`config.mk`:
```
export PLATFORM = sky130hd
export DESIGN_NAME = mem_port_arbiter
export DESIGN_NICKNAME = d
export VERILOG_FILES = /design/src/rtl/mem_port_arbiter.sv
export SDC_FILE = /design/constraint.sdc
export NUM_CORES = 1
export LEC_CHECK = 0
export CORE_MARGIN = 2
export CORE_UTILIZATION = 41
export DETAILED_ROUTE_END_ITERATION = 8
export PLACE_DENSITY = 0.82
export SLEW_MARGIN = 10
export SYNTH_ARGS = -nofsm -noshare
export SYNTH_HDL_FRONTEND = slang
export SYNTH_SLANG_ARGS = --single-unit
export TNS_END_PERCENT = 10
```
`constraint.sdc`:
```
create_clock -name clock -period 1.9 [get_ports clock]
set_input_delay 0.38 -clock clock [delete_from_list [all_inputs] [get_ports clock]]
set_output_delay 0.38 -clock clock [all_outputs]
set_load 0.05 [all_outputs]
```
`src/rtl/mem_port_arbiter.sv`:
```
// mem_port_arbiter: shares one fixed-latency single-port memory between the
// instruction-fetch port and the load/store port of the core.
// Each access runs accept (IDLE) -> MEM_LATENCY cycles of mem_en (BUSY) ->
// one response cycle (RESP). Grants are combinational in the accept cycle.
// Optional build macro MEM_PORT_ARB_RR_EN: round-robin arbitration between the
// two ports when both request together; otherwise data always beats fetch.
module mem_port_arbiter #(
    parameter int ADDR_W      = 32,
    parameter int DATA_W      = 32,
    parameter int MEM_LATENCY = 2
) (
    input  logic                clock,
    input  logic                reset,
    input  logic                if_req,
    input  logic [ADDR_W-1:0]   if_addr,
    output logic                if_gnt,
    output logic                if_rvalid,
    output logic [DATA_W-1:0]   if_rdata,
    input  logic                d_req,
    input  logic                d_we,
    input  logic [DATA_W/8-1:0] d_be,
    input  logic [ADDR_W-1:0]   d_addr,
    input  logic [DATA_W-1:0]   d_wdata,
    output logic                d_gnt,
    output logic                d_rvalid,
    output logic [DATA_W-1:0]   d_rdata,
    output logic                mem_en,
    output logic                mem_we,
    output logic [DATA_W/8-1:0] mem_be,
    output logic [ADDR_W-1:0]   mem_addr,
    output logic [DATA_W-1:0]   mem_wdata,
    input  logic [DATA_W-1:0]   mem_rdata,
    output logic                busy
);

    localparam int BE_W  = DATA_W / 8;
    localparam int CNT_W = $clog2(MEM_LATENCY + 1);
    localparam logic [CNT_W-1:0] CNT_LAST = CNT_W'(MEM_LATENCY - 1);
    localparam logic [CNT_W-1:0] CNT_ONE  = CNT_W'(1);

    typedef enum logic [1:0] {
        IDLE = 2'd0,
        BUSY = 2'd1,
        RESP = 2'd2
    } state_t;

    state_t              state_q, state_d;
    logic [CNT_W-1:0]    cnt_q, cnt_d;
    logic                owner_q, owner_d;     // 1 = data port, 0 = fetch port
    logic                we_q, we_d;
    logic [BE_W-1:0]     be_q, be_d;
    logic [ADDR_W-1:0]   addr_q, addr_d;
    logic [DATA_W-1:0]   wdata_q, wdata_d;
    logic [DATA_W-1:0]   if_rdata_q, if_rdata_d;
    logic [DATA_W-1:0]   d_rdata_q, d_rdata_d;
    logic                if_rvalid_q, if_rvalid_d;
    logic                d_rvalid_q, d_rvalid_d;
    logic                mem_en_q, mem_en_d;
    logic                mem_we_q, mem_we_d;
    logic                busy_q, busy_d;
    logic                pick_d_s;
    logic                if_gnt_s;
    logic                d_gnt_s;
    logic [DATA_W-1:0]   rdata_cap_s;
`ifdef MEM_PORT_ARB_RR_EN
    logic                last_owner_q, last_owner_d;  // 1 = data port won last
`endif

    // Winner selection among the current requests (only used in IDLE)
    always_comb begin
        pick_d_s = 1'b0;
`ifdef MEM_PORT_ARB_RR_EN
        if (d_req && if_req) begin
            pick_d_s = ~last_owner_q;
        end else begin
            pick_d_s = d_req;
        end
`else
        pick_d_s = d_req;
`endif
    end

    // Grants are combinational in IDLE and suppressed while reset is held
    always_comb begin
        if_gnt_s    = reset && (state_q == IDLE) && if_req && !pick_d_s;
        d_gnt_s     = reset && (state_q == IDLE) && pick_d_s;
        rdata_cap_s = we_q ? {DATA_W{1'b0}} : mem_rdata;
    end

    // Next-state and next-output computation for the access sequencer
    always_comb begin
        state_d     = state_q;
        cnt_d       = cnt_q;
        owner_d     = owner_q;
        we_d        = we_q;
        be_d        = be_q;
        addr_d      = addr_q;
        wdata_d     = wdata_q;
        if_rdata_d  = if_rdata_q;
        d_rdata_d   = d_rdata_q;
        if_rvalid_d = if_rvalid_q;
        d_rvalid_d  = d_rvalid_q;
        mem_en_d    = mem_en_q;
        mem_we_d    = mem_we_q;
        busy_d      = busy_q;
`ifdef MEM_PORT_ARB_RR_EN
        last_owner_d = last_owner_q;
`endif
        case (state_q)
            IDLE: begin
                if (d_gnt_s || if_gnt_s) begin
                    state_d  = BUSY;
                    cnt_d    = {CNT_W{1'b0}};
                    owner_d  = d_gnt_s;
                    mem_en_d = 1'b1;
                    busy_d   = 1'b1;
`ifdef MEM_PORT_ARB_RR_EN
                    last_owner_d = d_gnt_s;
`endif
                    if (d_gnt_s) begin
                        we_d     = d_we;
                        be_d     = d_be;
                        addr_d   = d_addr;
                        wdata_d  = d_wdata;
                        mem_we_d = d_we;
                    end else begin
                        // fetches are always full-width reads
                        we_d     = 1'b0;
                        be_d     = {BE_W{1'b1}};
                        addr_d   = if_addr;
                        wdata_d  = {DATA_W{1'b0}};
                        mem_we_d = 1'b0;
                    end
                end else begin
                    state_d = IDLE;
                end
            end
            BUSY: begin
                cnt_d = cnt_q + CNT_ONE;
                if (cnt_q == CNT_LAST) begin
                    state_d  = RESP;
                    mem_en_d = 1'b0;
                    mem_we_d = 1'b0;
                    if (owner_q) begin
                        d_rdata_d  = rdata_cap_s;
                        d_rvalid_d = 1'b1;
                    end else begin
                        if_rdata_d  = rdata_cap_s;
                        if_rvalid_d = 1'b1;
                    end
                end else begin
                    state_d = BUSY;
                end
            end
            RESP: begin
                state_d     = IDLE;
                cnt_d       = {CNT_W{1'b0}};
                if_rvalid_d = 1'b0;
                d_rvalid_d  = 1'b0;
                busy_d      = 1'b0;
            end
            default: begin
                state_d     = IDLE;
                cnt_d       = {CNT_W{1'b0}};
                if_rvalid_d = 1'b0;
                d_rvalid_d  = 1'b0;
                mem_en_d    = 1'b0;
                mem_we_d    = 1'b0;
                busy_d      = 1'b0;
            end
        endcase
    end

    // State and output registers; reset discards any in-flight access
    always_ff @(posedge clock or negedge reset) begin
        if (!reset) begin
            state_q     <= IDLE;
            cnt_q       <= {CNT_W{1'b0}};
            owner_q     <= 1'b0;
            we_q        <= 1'b0;
            be_q        <= {BE_W{1'b0}};
            addr_q      <= {ADDR_W{1'b0}};
            wdata_q     <= {DATA_W{1'b0}};
            if_rdata_q  <= {DATA_W{1'b0}};
            d_rdata_q   <= {DATA_W{1'b0}};
            if_rvalid_q <= 1'b0;
            d_rvalid_q  <= 1'b0;
            mem_en_q    <= 1'b0;
            mem_we_q    <= 1'b0;
            busy_q      <= 1'b0;
`ifdef MEM_PORT_ARB_RR_EN
            last_owner_q <= 1'b0;
`endif
        end else begin
            state_q     <= state_d;
            cnt_q       <= cnt_d;
            owner_q     <= owner_d;
            we_q        <= we_d;
            be_q        <= be_d;
            addr_q      <= addr_d;
            wdata_q     <= wdata_d;
            if_rdata_q  <= if_rdata_d;
            d_rdata_q   <= d_rdata_d;
            if_rvalid_q <= if_rvalid_d;
            d_rvalid_q  <= d_rvalid_d;
            mem_en_q    <= mem_en_d;
            mem_we_q    <= mem_we_d;
            busy_q      <= busy_d;
`ifdef MEM_PORT_ARB_RR_EN
            last_owner_q <= last_owner_d;
`endif
        end
    end

    assign if_gnt    = if_gnt_s;
    assign d_gnt     = d_gnt_s;
    assign if_rvalid = if_rvalid_q;
    assign d_rvalid  = d_rvalid_q;
    assign if_rdata  = if_rdata_q;
    assign d_rdata   = d_rdata_q;
    assign mem_en    = mem_en_q;
    assign mem_we    = mem_we_q;
    assign mem_be    = be_q;
    assign mem_addr  = addr_q;
    assign mem_wdata = wdata_q;
    assign busy      = busy_q;

endmodule

```
* After elaboration in Yosys (flattened, before gate mapping)
Index checks and enable logic that the tools add are counted.
** Word-level totals
- Register bits :: 143
- Bits of input ports :: 137
- Output and inout port bits :: 139
- Word-level logic and storage cells :: 62
** Cells by class
- Add/subtract/negate cells :: 1
- Equal/unequal tests :: 7
- Muxes and demuxes :: 22
- Bitwise operators :: 4
- Reduce and logical (&&, ||, !) cells :: 14
** Operators by type and width (number)
- two-way mux 32 bit :: 3
- AND reduction 3 bit :: 5
- two-way mux 1 bit :: 9
- one-hot mux 2 bit (2 select lines) :: 2
- != test 2 bit (second input constant) :: 3
- one-hot mux 1 bit (2 select lines) :: 3
- one-hot mux 1 bit (3 select lines) :: 2
- == test 2 x 1 -> 1 bit (second input constant) :: 2
- logical AND 1 bit :: 4
- two-way mux 2 bit :: 2
- two-way mux 4 bit :: 1
- inverter 1 bit :: 4
- AND reduction 2 bit :: 2
- adder 2 x 1 -> 2 bit (second input constant) :: 1
- == test 2 bit (second input constant) :: 1
- zero test 2 bit :: 1
- != test 2 x 1 -> 1 bit (second input constant) :: 1
- zero test 1 bit :: 1
- logical OR 1 bit :: 1

* Depth between registers and ports, before layout
Gate-level depths: netlist of run 1.
- Depth in word-level cells :: 7
- Mapped depth :: 7
- Depth with buffers taken out :: 5

* Worst setup path before layout of run 1
Ideal clock, no wire load.
- Path kind :: register -> output
- From :: register state_q[0]
- To :: output if_gnt
- Data arrival time :: 1.580 ns
- Data required time :: 1.520 ns
- Setup slack :: -0.060 ns
- Cell stages (with the launch flop) :: 6
- Path buffers :: 3
- Cells stage by stage :: dfrtp_1 > buf_4 > and4bb_2 > buf_2 > buf_6 > and2_1
** On the way
- Cells in the longest elaborated chain, start to end :: 4
** RTL lines
- start, declared :: RTL line 47 : state_t state_q, state_d;
- start signal, assigned :: RTL line 195 : state_q <= state_d;
- zero test 2 bit :: RTL line 85 : if_gnt_s = reset && (state_q == IDLE) && if_req && !pick_d_s;
- logical AND 1 bit (3 in series) :: RTL line 85
- end, declared :: RTL line 16 : output logic if_gnt,
No other way between the ends.

* Worst setup path in the final report of run 1
Ends and elaborated chain as after synthesis.

==> results of run 1 <==
-- final cells by class --
| type | count | area [um2] |
|---|---|---|
| fillers | 1106 | 5030 |
| flip-flops and latches | 143 | 3580 |
| repair buffers | 296 | 2780 |
| multi-input cells | 325 | 2110 |
| clock buffers | 20 | 457 |
| well taps | 184 | 230 |
| clock inverters | 11 | 153 |
| inverters | 6 | 25.0 |
-- metrics by stage --
stage,TNS (ns),utilization [%]
final,0,65.0
after global routing,-0.0158,65.0
after CTS,0,64.9
after detailed placement,-1.97,61.3
after global placement,-1.28,61.3
after floorplan,0,-
-- state kept, by name, indices dropped and copies added, names as in the netlist --
signal / cells
d_rdata: 32
if_rdata: 32
state_q: 2
mem_we: 1
mem_en: 1
mem_addr: 32
cnt_q: 2
busy: 1
owner_q: 1
d_rvalid: 1
mem_be: 4
mem_wdata: 32
if_rvalid: 1
we_q: 1
-- metal layers --
metal / up-vias / wire [um] / part of all wire (%) / GRT usage [%]
li1: 2404 / - / - / -
met1: 2492 / 6810 / 40 / 26.6
met2: 186 / 8790 / 52 / 38.5
met3: 24 / 1060 / 6.2 / 5.88
met4: 0 / 316 / 1.9 / 7.60
met5: - / 0 / 0 / 0
-- critical path, delay by kind of cell (launching register included) --
family	cells	cell delay (ns)
AND/OR/NAND/NOR	2	0.51
flip-flops	1	0.44
buffers and inverters	1	0.13
-- repair_timing --
action / in CTS / in global routing
gates resized for setup: 80 / 1
pin swaps: 0 / 1
endpoints found under the setup margin: 80 / 2
endpoints found under the hold margin: 12 / 0
hold buffers: 1 / 0
buffers inserted: 0 / 1
-- power by group through the flow --
stage,sequential (mW),clock (mW),combinational (mW)
2_1_floorplan,10.2,0,2.46
3_5_place_dp,5.57,0,10.8
3_3_place_gp,5.52,0,10.6
5_1_grt,5.73,3.64,10.8
4_1_cts,5.54,3.47,10.3
6_report,5.54,3.42,10.3
-- path summary, 6_finish.rpt --
path                               from           end  depth (start not counted)
max                          state_q[0]        if_gnt                          3
min                               reset    d_rdata[2]                          2
min reg2reg                if_rdata[15]  if_rdata[15]                          2
min in group clock         if_rdata[15]  if_rdata[15]                          2
max in group asynchronous         reset  mem_addr[13]                          3
max reg2reg                    cnt_q[1]   d_rdata[23]                          6
-- cell families after synthesis --
| group | synth area share (%) |
|---|---|
| DFF | 60.1 |
| buffers and inverters | 4.60 |
| and+or+nand+nor | 11.9 |
| AOI/OAI and AO/OA | 23.2 |
| adders and majority gates | 0.210 |
-- synthesized netlist by cell type (2+ instances only) --
library cell | n | area share (%)
inv_1 | 4 | 0.25
a32oi_1 | 32 | 4.7
clkbuf_1 | 25 | 1.6
nand3b_1 | 2 | 0.25
a22oi_2 | 30 | 6.3
buf_12 | 2 | 0.67
a31oi_1 | 2 | 0.21
a22oi_1 | 2 | 0.25
a22o_1 | 33 | 4.9
a21oi_1 | 2 | 0.17
o21ai_1 | 5 | 0.42
buf_6 | 6 | 1.1
buf_4 | 2 | 0.25
o21ai_0 | 64 | 5.4
buf_2 | 4 | 0.34
nor2_1 | 4 | 0.25
o22a_1 | 4 | 0.59
nand2_1 | 98 | 6.2
nand2b_1 | 35 | 3.7
dfrtp_1 | 143 | 60
==> impl_metrics.json, run 1 <==
{
  "fmax_mhz": 535,
  "start_kind": "flop",
  "layout_commonest_cell": "dfrtp_1",
  "path_max_fanout": 4,
  "cp.arrival_ns": 1.49,
  "slew-limit-headroom_pct": 33.1,
  "tritoncts": "yes",
  "rsz0062_at_grt": "true",
  "die_w_um": 125,
  "wire_per_inst_um": 17.2,
  "hp-class": "input port to asynchronous set/reset pin",
  "total_power_mw": 19.2,
  "area_growth_pct": 56.7,
  "core_um2": 14400,
  "syn_inst": 514,
  "finalCritPeriodShare_pct": 98.4,
  "drtAntennaViolNets": 0,
  "drive_gt1_share_pct": 18.7,
  "p_leak_nw": 4.36,
  "p_int_mw": 9.78,
  "path_cells": "and4bb_2 -> and2_2 -> buf_12",
  "cpPeakStageDelay_ns": 0.44,
  "dieArea_um2": 15500,
  "status": "completed",
  "maxSlewViolCount": 0,
  "r2r_setup_slack_ns": 0.39,
  "endpoint_kind": "primary output",
  "async_flop_share_pct": 100,
  "powerDensity_nw_per_um2": 2060,
  "globalplace.congestion": 0.768,
  "fin_nets": 927,
  "synth-seq-cells": 143,
  "pwr-share-seq_pct": 28.9,
  "clock-sinks": 143,
  "setup_violations": 0,
  "fin_skew_ns": 0.00875,
  "pwr-share-comb_pct": 53.4,
  "std_cell_rows": 44,
  "grt_pass1_wl_mm": 27.8,
  "drt-total-wl_mm": 17.0,
  "p_switching_mw": 9.44,
  "finalHoldViolCount": 0,
  "dpl_worst_slack_ns": -0.159,
  "grt-ovfl-total": 0,
  "root_buffer": "clkbuf_16",
  "synth_seq_area_share_pct": 60.1,
  "tightest_slew_ns": 1.00,
  "finalCriticalPeriod_ns": 1.87,
  "grt_pass1_vias": 5427,
  "fp.dieH_um": 125,
  "synth-edff-count": 0,
  "grt_usage_pct": 22.1,
  "drc": 0,
  "fin_ws_ns": 0.0305,
  "max_cap_violations": 0,
  "stdcell_count": 985,
  "place_hpwl_mm": 11.9,
  "design_area_um2": 9330,
  "avgSynthCellArea_um2": 11.6,
  "synthDistinctLibCells": 35,
  "first_iter_violations": 228,
  "slowest_stage": "dfrtp_1",
  "clockBufferDepth": 2,
  "max-vdd-ir-drop_uv": 1120,
  "vias_per_cell": 5.18,
  "diodes": 0,
  "cp_data_required_time_ns": 1.52,
  "htree_levels": 4,
  "switching_share_pct": 49.1,
  "first_pass_iters": 4,
  "synth_area_um2": 5960,
  "dpl_cell_area_um2": 8800,
  "cts_buffers": 17,
  "io_pins": 276,
  "yosys_warnings": 0,
  "synthesis.nets": 652,
  "vias": 5106,
  "clk_latency_ns": 0.41,
  "critPathKind": "flop to primary output",
  "dp_cells": 952,
  "clk_pin_slew_worst_paths_ns": 0.06,
  "antenna_found_initial": 0,
  "grt_max_degree": 132,
  "worst_hold_slack_ns": 0.0710,
  "start_util_pct": 41.4,
  "synth_flop_cell": "dfrtp_1",
  "final_cell_mix": "143 x dfrtp_1, 135 x clkdlybuf4s50_1, 98 x nand2_1, 80 x dlygate4sd2_1, 70 x buf_4",
  "power_frac_clock_pct": 17.8,
  "io_buffers": 275
}
Note: power is estimated with default switching activity, not from simulation.
==> run 2, diff against run 1 <==
- clock period: 1.9 -> 1.97 ns (I/O delays scaled with it)
==> run 2 against run 1 <==
Count of clock-buffer cells in the layout is the same. First-iteration DRC count grew 42%. Final area grew 0.21%. Core utilization grew 0.14 points. Register-to-register slack lost 0.09 ns. Routed wire length grew 0.49%. Total power shrank 5.0%. Clock power shrank 3%. Combinational power shrank 7%. Via count is essentially flat. Hold slack gained 0.024 ns. Critical path type unchanged. Largest power group unchanged.
==> impl_metrics.json, run 2 (synthesis gave the netlist of run 1 again) <==
{
  "total_power_mw": 18.3,
  "antenna_found_initial": 0,
  "io_buffers": 275,
  "tightest_slew_ns": 0.964,
  "cp.arrival_ns": 1.55,
  "drive_gt1_share_pct": 12.8,
  "cpPeakStageDelay_ns": 0.49,
  "maxSlewViolCount": 0,
  "vias_per_cell": 5.19,
  "wire_per_inst_um": 17.3,
  "grt-ovfl-total": 0,
  "grt_max_degree": 130,
  "start_kind": "flop",
  "fmax_mhz": 515,
  "start_util_pct": 41.4,
  "multi_input_area_um2": 2110,
  "layout_commonest_cell": "dfrtp_1",
  "first_pass_iters": 4,
  "first_iter_violations": 324,
  "clk_pin_slew_worst_paths_ns": 0.06,
  "p_switching_mw": 9.05,
  "clockBufferDepth": 2,
  "finalHoldViolCount": 0,
  "grt_usage_pct": 22.4,
  "reg2reg_depth": 5,
  "fin_nets": 925,
  "slew-limit-headroom_pct": 35.6,
  "drt-total-wl_mm": 17.1,
  "grt_pass1_wl_mm": 27.8,
  "io_pins": 276,
  "drtAntennaViolNets": 0,
  "vias": 5111,
  "area_growth_pct": 57.1,
  "dp_cells": 951,
  "switching_share_pct": 49.6,
  "tritoncts": "yes",
  "powerDensity_nw_per_um2": 1950,
  "fillCellCount": 1131,
  "max_cap_violations": 0,
  "finalCriticalPeriod_ns": 1.94,
  "fin_ws_ns": 0.0284,
  "reg2reg_to": "mem_wdata[22]",
  "core_um2": 14400,
  "finalCritPeriodShare_pct": 98.6,
  "slowest_stage": "dfrtp_2",
  "p_int_mw": 9.20,
  "rsz0062_at_grt": "true",
  "grt_pass1_vias": 5385,
  "root_buffer": "clkbuf_16",
  "htree_levels": 4,
  "pwr-share-seq_pct": 29.2,
  "pwr-share-comb_pct": 52.7,
  "globalplace.congestion": 0.782,
  "stdcell_count": 984,
  "clock-sinks": 143,
  "setup_violations": 0,
  "std_cell_rows": 44,
  "endpoint_kind": "primary output",
  "post_cts_buffers": 0,
  "rr_startpoint": "state_q[1]",
  "p_leak_nw": 4.38,
  "dpl_worst_slack_ns": -0.149,
  "max-vdd-ir-drop_uv": 1020,
  "hp-class": "input port to asynchronous set/reset pin",
  "cp_data_required_time_ns": 1.58,
  "status": "completed",
  "r2r_setup_slack_ns": 0.30,
  "critPathKind": "flop to primary output",
  "clk_latency_ns": 0.42,
  "die_w_um": 125,
  "drc": 0,
  "path_max_fanout": 12,
  "power_frac_clock_pct": 18.1,
  "cts_buffers": 17,
  "fp.dieH_um": 125,
  "final_cell_mix": "142 x dfrtp_1, 135 x clkdlybuf4s50_1, 126 x dlygate4sd2_1, 98 x nand2_1, 64 x o21ai_0",
  "dieArea_um2": 15500,
  "diodes": 0,
  "path_cells": "and4bb_2 -> and2_2 -> buf_12",
  "register_area_um2": 3580,
  "fin_skew_ns": 0.0108,
  "place_hpwl_mm": 11.9
}
run 2: cell type report:
class	count	area share, %
sequential	143	38.3
timing repair buffer	294	29.9
multi-input combinational	325	22.6
clock buffer	20	4.88
tap	184	2.46
clock inverter	12	1.67
inverter	6	0.268
run 2: power groups by stage:
stage                     combinational [mW]  clock, mW  sequential [mW]
after global routing                    10.1       3.49             5.54
after CTS                               9.68       3.36             5.35
after floorplan                         2.37          0             9.81
final                                   9.61       3.31             5.33
after global placement                  10.3          0             5.35
after detailed placement                10.5          0             5.39
run 2: worst max-delay path, delay by kind of cell, from the launching register on:
kind,cells,cell delay [ns]
buffers and inverters,1,0.14
and+or+nand+nor,2,0.51
DFF,1,0.49
run 2: per-layer routing:
metal	track usage, %	vias up	wire, um
met1	26.9	2497	6840
met5	0	-	0
met2	38.3	184	8750
met3	6.57	26	1110
li1	-	2404	-
met4	8.59	0	364
run 2: what timing repair did:
action | 4_1_cts | 5_1_grt
hold buffers | 1 | 0
pin swaps | 0 | 1
resized for setup | 127 | 3
setup endpoints to repair | 128 | 4
hold endpoints to repair | 14 | 0
run 2: through the flow:
step	area [um2]	hold WS [ns]	TNS [ns]	util (%)
after CTS	9350	0.161	0	65.0
final	9350	0.0951	0	65.1
after global placement	8880	0.416	-0.501	61.8
after global routing	9350	0.169	-0.0406	65.1
after floorplan	5960	0.0984	0	-
after detailed placement	8880	0.409	-1.54	61.8
run 2: worst max-delay path by stage:
| stage | startpoint | to |
|---|---|---|
| after floorplan | state_q[0] | if_gnt |
| after global placement | d_req | mem_addr[27] |
| after detailed placement | d_req | mem_addr[22] |
| after CTS | if_rdata[4] | if_rdata[4] |
| after global routing | state_q[1] | if_gnt |
| final | state_q[1] | if_gnt |
==> patch 1: new RTL, settings of run 1 <==
Re-encode `state_t` (3 states) as one-hot, 3 bits wide.
--- a/src/rtl/mem_port_arbiter.sv
+++ b/src/rtl/mem_port_arbiter.sv
@@ -40,6 +40,6 @@
 
-    typedef enum logic [1:0] {
-        IDLE = 2'd0,
-        BUSY = 2'd1,
-        RESP = 2'd2
+    typedef enum logic [2:0] {
+        IDLE = 3'b001,
+        BUSY = 3'b010,
+        RESP = 3'b100
     } state_t;
Check against the original RTL: same outputs for any inputs over 4 cycles, from zero or initial values and one cycle with reset low; so few cycles prove little.
==> patch 1 against run 1 <==
  * The run now ends with setup timing left
  * Sequential cell count up 1
  * Routed wire length is 2.7% higher
  * Final cell count is 1.9% lower
  * Worst hold slack improved by 0.41 ns
  * Utilization is 0.71 points higher
  * Worst setup slack lost 0.16 ns
  * Register-to-register slack lost 0.35 ns
  * Design area up 1.9%
  * Critical path depth is 1 higher
  * Synthesized area increased by 1.6%
  * Total power fell by 2.0%
==> patch 1: results <==
group,metric,value,unit
critical_path,cp.arrival,1.65,ns
grt,grt_util_met1,27.3,%
critical_path,path_max_fanout,2,
drt,wl_met2,8760,µm
layout,clock_area_share,6.32,%
layout,fillers,1091,
synthesis,synth_area_leaders,"dfrtp_1, mux2_2, nand3_1, a22o_1, a32oi_1",
outcome,violations,"setup timing",
sta,layout_setup_ws,-0.132,ns
synthesis,synth_mux_area_share,11.9,%
outcome,outcome,"finished, violations left",
synthesis,seq_area_frac_synth,59.6,%
synthesis,synth.net_count,631,
clock_network,clock_sinks,144,
synthesis,yosys.area_share.adder,0.207,%
layout,layout-drive-gt1-share,24.3,%
critical_path,r2r_start,"state_q[0]",
drt,route.met3.wl,1150,µm
grt,grt_pass1_wl,27800,µm
critical_path,slowest_stage,"dfstp_2",
placed_design,gp_congestion,0.823,
synthesis,synth-compound-area-share,11.6,%
layout,nets,910,
critical_path,r2r-end,"if_rdata[22]",
drt,drt_pass1_iterations,5,
drt,drt-vias-per-instance,5.37,
layout,multiInputGateArea,2280,µm²
drt,wl_met1,7080,µm
layout,clock_buffers,21,
power,vdd_drop_max,1.17,mV
layout,buffers_excl_clock,299,
critical_path,reg2regPathDepth,5,
sta,relSlewSlack,51.9,%
sta,finalSetupViolCount,2,
layout,layout.nonclk_buf_share,29.2,%
grt,track_usage,22.0,%
sta,whs,0.482,ns
layout,num-multi-input-gates,305,
power,clk-power,0.00338,W
grt,grt_use_met2,37.2,%
synthesis,synthTopCellsByCount,"dfrtp_1, nand3_1, mux2_2",
grt,grt_start_max_net_pins,126,
clock_network,ctsResizeCount,77,
power,p_leak,4.31,nW
critical_path,cpPeakStageDelay,0.54,ns
synthesis,yosysTopAreaCellShare,59.2,%
critical_path,cpLargestDelayFamily,"flip-flops",
grt,use_met3,5.48,%
drt,drtIter0Drc,275,
sta,fin_setup_tns,-0.239,ns
==> patch 1: how the worst max path moves through the flow <==
stage	from	to	slack, ns	depth (start not counted)
after floorplan	state_q[0]	d_gnt	0.04	5
after global placement	d_req	d_gnt	0.12	4
after detailed placement	d_req	d_gnt	0.05	4
after CTS	state_q[0]	if_gnt	-0.15	4
after global routing	state_q[0]	if_gnt	-0.20	4
final	state_q[0]	if_gnt	-0.13	4
==> patch 1: metrics by stage <==
stage / cell area, µm² / std cells / util, % / power [W] / setup slack, ns
6_report: 9510 / 966 / 65.7 / 0.0188 / -0.132
5_1_grt: 9510 / 966 / 65.7 / 0.0197 / -0.200
4_1_cts: 9500 / 966 / 65.6 / 0.0189 / -0.149
3_3_place_gp: 8960 / 934 / 61.9 / 0.0157 / 0.116
2_1_floorplan: 6050 / 493 / - / 0.0122 / 0.0351
3_5_place_dp: 8960 / 934 / 61.9 / 0.0160 / 0.0548
==> patch 2: new RTL, settings of run 1 <==
Without the edit above. `MEM_LATENCY`: 2 -> 4.
--- a/src/rtl/mem_port_arbiter.sv
+++ b/src/rtl/mem_port_arbiter.sv
@@ -9,3 +9,3 @@
     parameter int DATA_W      = 32,
-    parameter int MEM_LATENCY = 2
+    parameter int MEM_LATENCY = 4
 ) (
Behaviour: not the same (Yosys sat finds a counterexample within 4 cycles, from zero or initial values and one cycle with reset low).
==> patch 2 against run 1 <==
  * Global-route usage grew 0.45 points
  * Critical endpoint is now d_gnt
  * Worst setup slack gained 0.030 ns
  * Routed wire length shrank 0.14%
  * Sequential cell count grew 1
  * Total power grew 0.92%
  * Critical path type unchanged
  * Clock power shrank 3%
  * Design area shrank 1.7%
  * Synthesized area shrank 2.0%
==> patch 2: results <==
group,metric,value,unit
outcome,outcome,"completed",
placed_design,gp_congestion,0.864,
placed_design,dp_hpwl,12000,µm
synthesis,synth_cell_types,31,
grt,track_usage,22.6,%
drt,drtIter0Drc,323,
grt,antenna_found_initial,0,
drt,drt_pass1_iterations,5,
power,swShare,49.5,%
layout,layout-drive-gt1-share,15.5,%
drt,wl_per_cell,17.2,µm
sta,fin_skew,0.00776,ns
layout,nets,931,
grt,gr-total-overflow,0,
layout,diodes,0,
critical_path,path_max_fanout,4,
layout,syn_to_final_growth,57.1,%
synthesis,synthTopCellsByCount,"dfrtp_1, nand2_1, o21ai_0",
synthesis,seq_area_frac_synth,61.7,%
synthesis,synth.net_count,659,
grt,first_global_vias,5247,
grt,grt_start_max_net_pins,94,
power,vdd_drop_max,1.37,mV
placed_design,dpl_worst_slack,-0.121,ns
synthesis,synth_area_leaders,"dfrtp_1, nand2_1, o21ai_0, a22o_1, a32oi_1",
power,p_leak,4.33,nW
critical_path,cp.arrival,1.46,ns
sta,worst_pin_slew,0.853,ns
hold_path,hp-class,"input port to async pin",
clock_network,clk_latency,0.41,ns
grt,grt_pass1_wl,26300,µm
drt,drt-vias-per-instance,5.28,
patch 2: path summary, 6_finish.rpt:
path                            cells after the start            to   startpoint  slack, ns
worst min register to register                      2   d_rdata[19]  d_rdata[19]       0.47
max in group asynchronous                           2    state_q[0]        reset       1.07
worst min-delay path                                2  if_rdata[17]        reset       0.06
worst max-delay path                                4         d_gnt   state_q[1]       0.06
worst max register to register                      5  if_rdata[18]     cnt_q[0]       0.28
min in group clock                                  2   d_rdata[19]  d_rdata[19]       0.47
patch 2: power groups by stage:
stage	Clock [W]	Combinational, W	Sequential (W)
2_1_floorplan	0	0.00217	0.0106
3_3_place_gp	0	0.0109	0.00558
3_5_place_dp	0	0.0111	0.00561
4_1_cts	0.00339	0.0106	0.00558
5_1_grt	0.00355	0.0111	0.00577
6_report	0.00332	0.0105	0.00559
patch 2: per-layer routing:
layer / routed length [µm] / global-route usage (%)
met1: 6840 / 27.8
met2: 8540 / 38.0
met3: 1310 / 6.60
met4: 262 / 7.74
met5: 0 / 0
patch 2: cells by family after synthesis:
family | after synthesis | synth area share, %
AO/OA/AOI/OAI | 177 | 21.2
flip-flops | 144 | 61.7
adder cells (fa/ha/maj) | 2 | 0.429
AND/OR/NAND/NOR | 150 | 12.3
buffers and inverters | 47 | 4.35
patch 2: final cells by class:
class	count	area [µm²]
fillers	1046	4710
flip-flops and latches	144	3610
repair buffers	294	2730
multi-input cells	329	1990
clock buffers	21	460
well taps	180	225
clock inverters	10	135
inverters	6	22.5
patch 2: worst max-delay path: stages (launching register included):
cell,delay (ns)
dfrtp_2,0.43
nor3b_4,0.26
nand2_2,0.10
inv_2,0.12
buf_12,0.14
patch 2: what timing repair did:
action	4_1_cts	5_1_grt
endpoints found under the setup margin	75	2
resized for setup	75	2
hold endpoints to repair	9	0
hold buffers	1	0
patch 2: through the flow:
step	instances	power (W)	cell area (µm²)
after floorplan	520	0.0128	5840
after global placement	952	0.0165	8650
final	984	0.0194	9170
after detailed placement	952	0.0167	8650
after global routing	984	0.0204	9170
after CTS	984	0.0195	9170
